**src/rtl/bcd_pkg.sv**
```systemverilog
// Shared types and limits for the BCD scan counter: one BCD digit and its legal range.
package bcd_pkg;

    typedef logic [3:0] bcd_t;

    localparam bcd_t BCD_MAX = 4'd9;
    localparam bcd_t BCD_MIN = 4'd0;

endpackage

```
**src/rtl/bcd_scan_cntr_if.sv**
```systemverilog
// Control and display bus of the BCD scan counter: count requests in, one scanned digit out.
interface bcd_scan_cntr_if #(
    parameter int NUM_DIGITS = 4
);
    import bcd_pkg::*;

    logic                  clr;
    logic                  inc;
    logic                  dec;
    logic                  blank_en;
    bcd_t                  num;
    logic                  dis;
    logic [NUM_DIGITS-1:0] dig_sel;
    logic                  ovf;
    logic                  unf;

    modport master (
        output clr, inc, dec, blank_en,
        input  num, dis, dig_sel, ovf, unf
    );

    modport slave (
        input  clr, inc, dec, blank_en,
        output num, dis, dig_sel, ovf, unf
    );

endinterface

```
**src/rtl/bcd_digit.sv**
```systemverilog
// One BCD digit with ripple carry/borrow: steps only when cin is high, wraps 9<->0 and reports it on cout.
module bcd_digit
    import bcd_pkg::*;
(
    input  logic clk,
    input  logic rst_n,
    input  logic clr,
    input  logic up,
    input  logic dn,
    input  logic cin,
    output bcd_t value,
    output logic cout
);

    bcd_t r_value;

    always_ff @(posedge clk or negedge rst_n) begin
        if (!rst_n) begin
            r_value <= BCD_MIN;
        end else if (clr) begin
            r_value <= BCD_MIN;
        end else if (cin && up) begin
            r_value <= (r_value == BCD_MAX) ? BCD_MIN : r_value + 4'd1;
        end else if (cin && dn) begin
            r_value <= (r_value == BCD_MIN) ? BCD_MAX : r_value - 4'd1;
        end
    end

    // Combinational so the whole chain ripples within the same cycle.
    assign cout  = cin & ((up & (r_value == BCD_MAX)) | (dn & (r_value == BCD_MIN)));
    assign value = r_value;

endmodule

```
**src/rtl/bcd_scan_cntr.sv**
```systemverilog
// Multi-digit BCD up/down counter with a time-multiplexed digit scanner,
// leading-zero blanking and wrap pulses.
module bcd_scan_cntr
    import bcd_pkg::*;
#(
    parameter int NUM_DIGITS = 4,
    parameter int SCAN_DIV   = 1024
) (
    input  logic            clk,
    input  logic            rst_n,
    bcd_scan_cntr_if.slave  bus
);

    localparam int SCAN_W = $clog2(SCAN_DIV);
    localparam int IDX_W  = $clog2(NUM_DIGITS);

    logic                  w_up;
    logic                  w_dn;
    logic [NUM_DIGITS:0]   w_carry;
    bcd_t                  w_digit [NUM_DIGITS];
    logic [NUM_DIGITS-1:0] w_blank;
    logic                  w_zero_run;

    logic [SCAN_W-1:0]     r_scan;
    logic [IDX_W-1:0]      r_idx;
    bcd_t                  r_num;
    logic                  r_dis;
    logic [NUM_DIGITS-1:0] r_dig_sel;
    logic                  r_ovf;
    logic                  r_unf;

    // inc and dec together cancel out.
    assign w_up       = bus.inc & ~bus.dec;
    assign w_dn       = bus.dec & ~bus.inc;
    assign w_carry[0] = w_up | w_dn;

    for (genvar g = 0; g < NUM_DIGITS; g++) begin : g_digit
        bcd_digit u_digit (
            .clk   (clk),
            .rst_n (rst_n),
            .clr   (bus.clr),
            .up    (w_up),
            .dn    (w_dn),
            .cin   (w_carry[g]),
            .value (w_digit[g]),
            .cout  (w_carry[g+1])
        );
    end

    // Digit k blanks when it and every more-significant digit are zero; digit 0 always shows.
    always_comb begin
        w_blank    = '0;
        w_zero_run = 1'b1;
        for (int k = NUM_DIGITS - 1; k >= 1; k--) begin
            w_zero_run = w_zero_run & (w_digit[k] == BCD_MIN);
            w_blank[k] = w_zero_run;
        end
    end

    always_ff @(posedge clk or negedge rst_n) begin
        if (!rst_n) begin
            r_scan <= '0;
            r_idx  <= '0;
        end else if (r_scan == SCAN_W'(SCAN_DIV - 1)) begin
            r_scan <= '0;
            r_idx  <= (r_idx == IDX_W'(NUM_DIGITS - 1)) ? '0 : r_idx + 1'b1;
        end else begin
            r_scan <= r_scan + 1'b1;
        end
    end

    // num, dis and dig_sel all sample the same index so they stay consistent.
    always_ff @(posedge clk or negedge rst_n) begin
        if (!rst_n) begin
            r_num     <= BCD_MIN;
            r_dis     <= 1'b1;
            r_dig_sel <= '0;
            r_ovf     <= 1'b0;
            r_unf     <= 1'b0;
        end else begin
            r_num     <= w_digit[r_idx];
            r_dis     <= bus.blank_en & w_blank[r_idx];
            r_dig_sel <= NUM_DIGITS'(1) << r_idx;
            r_ovf     <= ~bus.clr & w_up & w_carry[NUM_DIGITS];
            r_unf     <= ~bus.clr & w_dn & w_carry[NUM_DIGITS];
        end
    end

    assign bus.num     = r_num;
    assign bus.dis     = r_dis;
    assign bus.dig_sel = r_dig_sel;
    assign bus.ovf     = r_ovf;
    assign bus.unf     = r_unf;

endmodule

```
**src/flat_wrapper.sv**
```systemverilog
// flat-port wrapper written by rule: the top's interface ports become plain ports
module bcd_scan_cntr_flat import bcd_pkg::*;
#(
    parameter int NUM_DIGITS = 4,
    parameter int SCAN_DIV   = 1024
)
  (clk, rst_n, bus_clr, bus_inc, bus_dec, bus_blank_en, bus_num, bus_dis, bus_dig_sel, bus_ovf, bus_unf);
  bcd_scan_cntr_if #(.NUM_DIGITS(NUM_DIGITS)) bus_i ();
  input  logic clk;
  input  logic rst_n;
  input wire logic [$bits(bus_i.clr)-1:0] bus_clr;
  input wire logic [$bits(bus_i.inc)-1:0] bus_inc;
  input wire logic [$bits(bus_i.dec)-1:0] bus_dec;
  input wire logic [$bits(bus_i.blank_en)-1:0] bus_blank_en;
  output wire logic [$bits(bus_i.num)-1:0] bus_num;
  output wire logic [$bits(bus_i.dis)-1:0] bus_dis;
  output wire logic [$bits(bus_i.dig_sel)-1:0] bus_dig_sel;
  output wire logic [$bits(bus_i.ovf)-1:0] bus_ovf;
  output wire logic [$bits(bus_i.unf)-1:0] bus_unf;
  assign bus_i.clr = bus_clr;
  assign bus_i.inc = bus_inc;
  assign bus_i.dec = bus_dec;
  assign bus_i.blank_en = bus_blank_en;
  assign bus_num = bus_i.num;
  assign bus_dis = bus_i.dis;
  assign bus_dig_sel = bus_i.dig_sel;
  assign bus_ovf = bus_i.ovf;
  assign bus_unf = bus_i.unf;
  bcd_scan_cntr #(.NUM_DIGITS(NUM_DIGITS), .SCAN_DIV(SCAN_DIV)) u_core (.clk(clk), .rst_n(rst_n), .bus(bus_i));
endmodule
```
**config.mk**
```make
export PLATFORM = sky130hd
export DESIGN_NAME = bcd_scan_cntr_flat
export DESIGN_NICKNAME = d
export VERILOG_FILES = /design/src/rtl/bcd_pkg.sv /design/src/rtl/bcd_scan_cntr_if.sv /design/src/rtl/bcd_digit.sv /design/src/rtl/bcd_scan_cntr.sv /design/src/flat_wrapper.sv
export SDC_FILE = /design/constraint.sdc
export NUM_CORES = 1
export LEC_CHECK = 0
export ABC_AREA = 1
export BUFFER_PORTS_ARGS = -buffer_cell sky130_fd_sc_hd__buf_2
export CAP_MARGIN = 20
export CORE_UTILIZATION = 40
export DETAILED_ROUTE_END_ITERATION = 10
export GPL_ROUTABILITY_DRIVEN = 0
export PLACE_DENSITY = 0.63
export SYNTH_ARGS = -nofsm -noshare
export SYNTH_HDL_FRONTEND = slang
export SYNTH_SLANG_ARGS = --single-unit
```
**constraint.sdc**
```tcl
create_clock -name clk -period 2.1 [get_ports clk]
set_input_delay 0.21 -clock clk [delete_from_list [all_inputs] [get_ports clk]]
set_output_delay 0.21 -clock clk [all_outputs]
set_load 0.02 [all_outputs]
```
Word level (Yosys, flattened, before mapping). Index checks and enable logic that the tools add are counted. W data, S select, Z words.

Bits in registers: 39. Input port bits: 6. Output and inout bits: 11.

Add/sub/neg operators: 10. $lt $le $gt $ge: 2. Equal/unequal tests: 6. Shift operators: 1. Muxes and demuxes: 27. Bitwise operators: 30. Reduce and logical (&&, ||, !) cells: 16.

Operators with widths (number): $mux W4 (22); $and A1 B1 Y1 (21); $add A4 B1 Y4 const B (4); $eq A4 B4 Y1 const B (4); $logic_not A4 Y1 (4); $sub A4 B1 Y4 const B (4); $reduce_bool A3 Y1 (4); $add A10 B1 Y10 const B (1); $eq A10 B10 Y1 const B (1); $mux W10 (1); $bmux W4 S2 (1); $logic_and A1 B1 Y1 (8); $or A1 B1 Y1 (5); $shl A1 B2 Y4 const A (1); $ge A3 B3 Y1 const B (1); $lt A2 B3 Y1 const B (1); $not A1 Y1 (3); $not A2 Y3 (1); $add A2 B1 Y2 const B (1); $bmux W1 S2 (1); $eq A2 B2 Y1 const B (1); $mux W2 (1); $mux W1 (1).

Longest topological paths before layout.
Depth in word-level cells: 11. Mapped depth: 11. Depth with buffers taken out: 11.

Hierarchy. Synthesis repeated with hierarchy kept, for this count alone.

Cell total of the unflattened synthesis: 377. Area total of the unflattened synthesis: 2791.4 um2.

By module, submodules not included: bcd_digit (times used 4, cells each 60, area an instance 406.6 um2); bcd_scan_cntr (times used 1, cells each 137, area an instance 1164.9 um2).

Worst setup path before layout. No wires, ideal clock.

Kind: register to register. From: register u_core.r_scan[0]. To: register u_core.r_scan[7]. Arrival time: 1.320 ns. Required time: 1.981 ns. Slack: 0.661 ns. Stages on the path, launching flop included: 9. Path buffers: 0. Cell sequence: dfrtp_1 ha_1 nand2_1 nor3_1 nand2_1 nor2_2 inv_1 nand2_1 nor2_1.

Longest elaborated chain between the ends: 2. Elaborated cells between the ends (all ways): 3. Classes of those cells: 1 x add/sub; 1 x eq/ne; 1 x mux.

RTL lines: start, declared (line bcd_scan_cntr.sv:24) `logic [SCAN_W-1:0] r_scan;`; start signal, assigned (line bcd_scan_cntr.sv:68) `r_scan <= r_scan + 1'b1;`; $add A10 B1 Y10 / $eq A10 B10 Y1 (equally long branches) (line bcd_scan_cntr.sv:68, bcd_scan_cntr.sv:64); $mux W10 * (line bcd_scan_cntr.sv:64) `end else if (r_scan == SCAN_W'(SCAN_DIV - 1)) begin`.

Every way passes the cells marked *; elsewhere a longest branch is shown, timed or not. A chain may end at the register's enable or synchronous reset.

Worst setup path in the final report. Same ends and word-level chain as after synthesis.

==> flow_metrics.tcl <==
set metrics [dict create \
    crit_path_top_delay_cell "dfrtp_1" \
    ctsLongestPathBuffers 2 \
    cp.buffers_inverters 1 \
    syn_inst 310 \
    synthToLayoutAreaGrowth_pct 12.7 \
    holdCritStartpoint "bus_blank_en" \
    grt_max_degree 18 \
    power_leakage_nw 1.35 \
    synth_nets 325 \
    switching_share_pct 28.7 \
    dieWidth_um 78.8 \
    h-tree-depth 2 \
    hold_ws_ns 0.179 \
    die_area_um2 6210 \
    worstSetupPathType "reg2reg" \
    netlist.area_leader.share_pct 40.3 \
    grt_pass1_vias 1966 \
    cts_resized 0 \
    intPower_w 0.00127 \
    antenna_found_initial 0 \
    yosysMostFrequentCell "nand2_1" \
    drive_above_1_share_pct 16.2 \
    cp_slowest_stage_delay_ns 0.39 \
    required_ns 2.29 \
    seq_area_um2 977 \
    clk_latency_ns 0.30 \
    syn_avg_cell_area_um2 7.61 \
    synth_top_area_cell "dfrtp_1" \
    holdPathEnd "u_core.bus.dis" \
    ant_nets 0 \
    die_y_um 78.8 \
    r2r_slack_ns 0.43 \
    drc 0 \
    status "finished, final reports clean" \
    cts_tree "yes" \
    drv_cap 0 \
    synth_compound_area_share_pct 14.6 \
    synthAdderAreaFrac_pct 4.77 \
    hold_depth 3 \
    final_hold_viol_count 0 \
    synthMuxAreaShare_pct 0 \
    core_um2 5610 \
    period_share_pct 79.5 \
    maxSlewViolCount 0 \
    portBuffers 16 \
    post-cts-setup-buffer-count 0 \
    rr_worst_depth 8 \
    grt_pass1_wl_um 9050 \
    worstPathArrival_ns 1.86 \
    clkSlewWorstSetupHoldPaths_ns 0.07 \
    peakVddDrop_v 0.000304 \
    skew_ns 0.00492 \
    critical_path.max_fanout 8 \
    drtPass1Iterations 5 \
    yosys_warnings 0 \
    seq_area_frac_synth_pct 41.4 \
    synth_cell_types 32 \
    cts_root_buf "clkbuf_8" \
    io-pin-count 17 \
    wire_per_inst_um 12.9 \
    combPwrFrac_pct 17.2 \
    synth_simple_gate_area_share_pct 30.0 \
    netlist_area_um2 2360 \
    rsz0062_at_grt "no" \
    crit_family "simple AND/OR/NAND/NOR gates" \
    yosys-top-cells-count "nand2_1 (68), dfrtp_1 (38), inv_1 (36)" \
    setup_tns_ns 0 \
    first_iter_violations 115 \
    fillers 569 \
    grt_usage_pct 18.7 \
    fin_nets 348 \
    hold_class "in2reg" \
    initial_core_util_pct 42.1 \
    r2r_start "u_core.r_scan[0]" \
    synth.area.top_cells "dfrtp_1 (40%), nand2_1 (11%), o21ai_0 (5.9%)" \
    vias 2134 \
    setup_viol 0 \
    power_density_nw_per_um2 671 \
    clock_sinks 39 \
    hpwl_um 3910 \
    tightest_slew_ns 0.373 \
    cts_buffers 5 \
    crit_path_start_kind "flip-flop" \
    p_seq_share_pct 46.1 \
    synth_top_family_by_area "simple AND/OR/NAND/NOR gates" \
    maxSlewHeadroom_pct 75.1 \
    ys_ff_latch 39 \
    multiInputGateArea_um2 1210 \
    r2r_end "u_core.r_scan[7]" \
    path_cells "ha_1 -> nand2_1 -> nor3_1 -> nand2_1 -> nor2_2 -> inv_1 -> nand2_1 -> nor2_1" \
    power_switching_w 0.000513 \
    synthFlopType "dfrtp_1" \
    synth-edff-count 0 \
    cpMostUsedCell "nand2_1" \
    rows 27 \
    min_period_ns 1.67 \
    wl_um 5240 \
    async_flop_share_pct 100 \
    diodes 0 \
    max_freq_mhz 599 \
    power.clock.fraction_pct 36.7 \
    synthXorXnorAreaFrac_pct 1.86 \
    overflow 0 \
    vias_per_cell 5.26 \
    cts_hold_buf 1 \
    worst_setup_path_end_kind "flip-flop" \
]
-- worst max path at each step --
stage	from	endpoint	slack, ns	depth (start not counted)
2_1_floorplan	u_core.r_scan[0]	u_core.r_scan[7]	0.66	8
3_3_place_gp	u_core.r_scan[0]	u_core.r_scan[7]	0.42	8
3_5_place_dp	u_core.r_scan[0]	u_core.r_scan[7]	0.40	8
4_1_cts	u_core.r_scan[0]	u_core.r_scan[7]	0.39	8
5_1_grt	u_core.r_scan[0]	u_core.r_scan[7]	0.24	8
6_report	u_core.r_scan[0]	u_core.r_scan[7]	0.43	8
-- power by group through the flow --
| stage | clock (W) | combinational, W | sequential (W) |
|---|---|---|---|
| after floorplan | 0 | 0.000202 | 0.000844 |
| after detailed placement | 0 | 0.000300 | 0.000837 |
| final | 0.000655 | 0.000307 | 0.000823 |
| after global routing | 0.000694 | 0.000349 | 0.000829 |
| after CTS | 0.000667 | 0.000304 | 0.000823 |
| after global placement | 0 | 0.000300 | 0.000836 |
-- per-layer routing --
metal | track usage, % | vias to the layer above | wire length, um
li1 | - | 1060 | -
met1 | 25.1 | 975 | 2410
met2 | 29.5 | 86 | 2320
met3 | 3.91 | 13 | 396
met4 | 7.04 | 0 | 108
met5 | 0 | - | 0
-- sequential cells by signal, indices dropped and copies added, names as in the netlist --
name and count:
u_core.bus.unf 1, u_core.bus.ovf 1, u_core.bus.dis 1, u_core.g_digit.u_digit.value 16, u_core.bus.num 4, u_core.r_idx 2, u_core.bus.dig_sel 4, u_core.r_scan 10
-- cells in the final DEF (no fill, tap or decap), types with 3 or more instances in the layout --
| cell type | n |
|---|---|
| nand2_1 | 68 |
| dfrtp_1 | 38 |
| inv_1 | 36 |
| o21ai_0 | 28 |
| nor2_1 | 26 |
| nand3_1 | 22 |
| a21oi_1 | 20 |
| buf_2 | 16 |
| ha_1 | 9 |
| o22ai_1 | 7 |
| inv_2 | 6 |
| nand2_2 | 6 |
| clkbuf_8 | 6 |
| nor3_1 | 5 |
| nor2_2 | 5 |
| xor2_1 | 5 |
| nand4_1 | 4 |
| nand3_2 | 3 |
| o21ai_1 | 3 |
-- tightest hold or removal path, cell delays in order --
cell and delay [ns]:
buf_2 0.10, nand3_1 0.10, a21oi_1 0.06
-- logic make-up (layout without fill, tap and decap cells) --
kind of cell             after synthesis  count (layout)
AO/OA/AOI/OAI                         64              64
XOR/XNOR                               5               5
adder cells (fa/ha/maj)                9               9
buffers and inverters                 46              70
flip-flops                            39              39
AND/OR/NAND/NOR                      147             147
-- metrics by stage --
| step | instances | utilization, % | power (W) | setup slack, ns | area, um2 |
|---|---|---|---|---|---|
| after floorplan | 310 | - | 0.00105 | 0.661 | 2360 |
| after global placement | 397 | 45.2 | 0.00114 | 0.420 | 2530 |
| after detailed placement | 397 | 45.2 | 0.00114 | 0.398 | 2530 |
| after CTS | 406 | 47.4 | 0.00179 | 0.388 | 2660 |
| after global routing | 406 | 47.4 | 0.00187 | 0.238 | 2660 |
| final | 406 | 47.4 | 0.00179 | 0.430 | 2660 |
-- area by class of cell --
cell class                 instances  share of cell area [%]
inverter                          43                    6.07
clock buffer                       6                    3.10
clock inverter                     2                    1.32
timing repair buffer              19                    3.95
tap                               72                    3.39
multi-input combinational        225                    45.4
sequential                        39                    36.7
(Power assumes the default switching activity.)
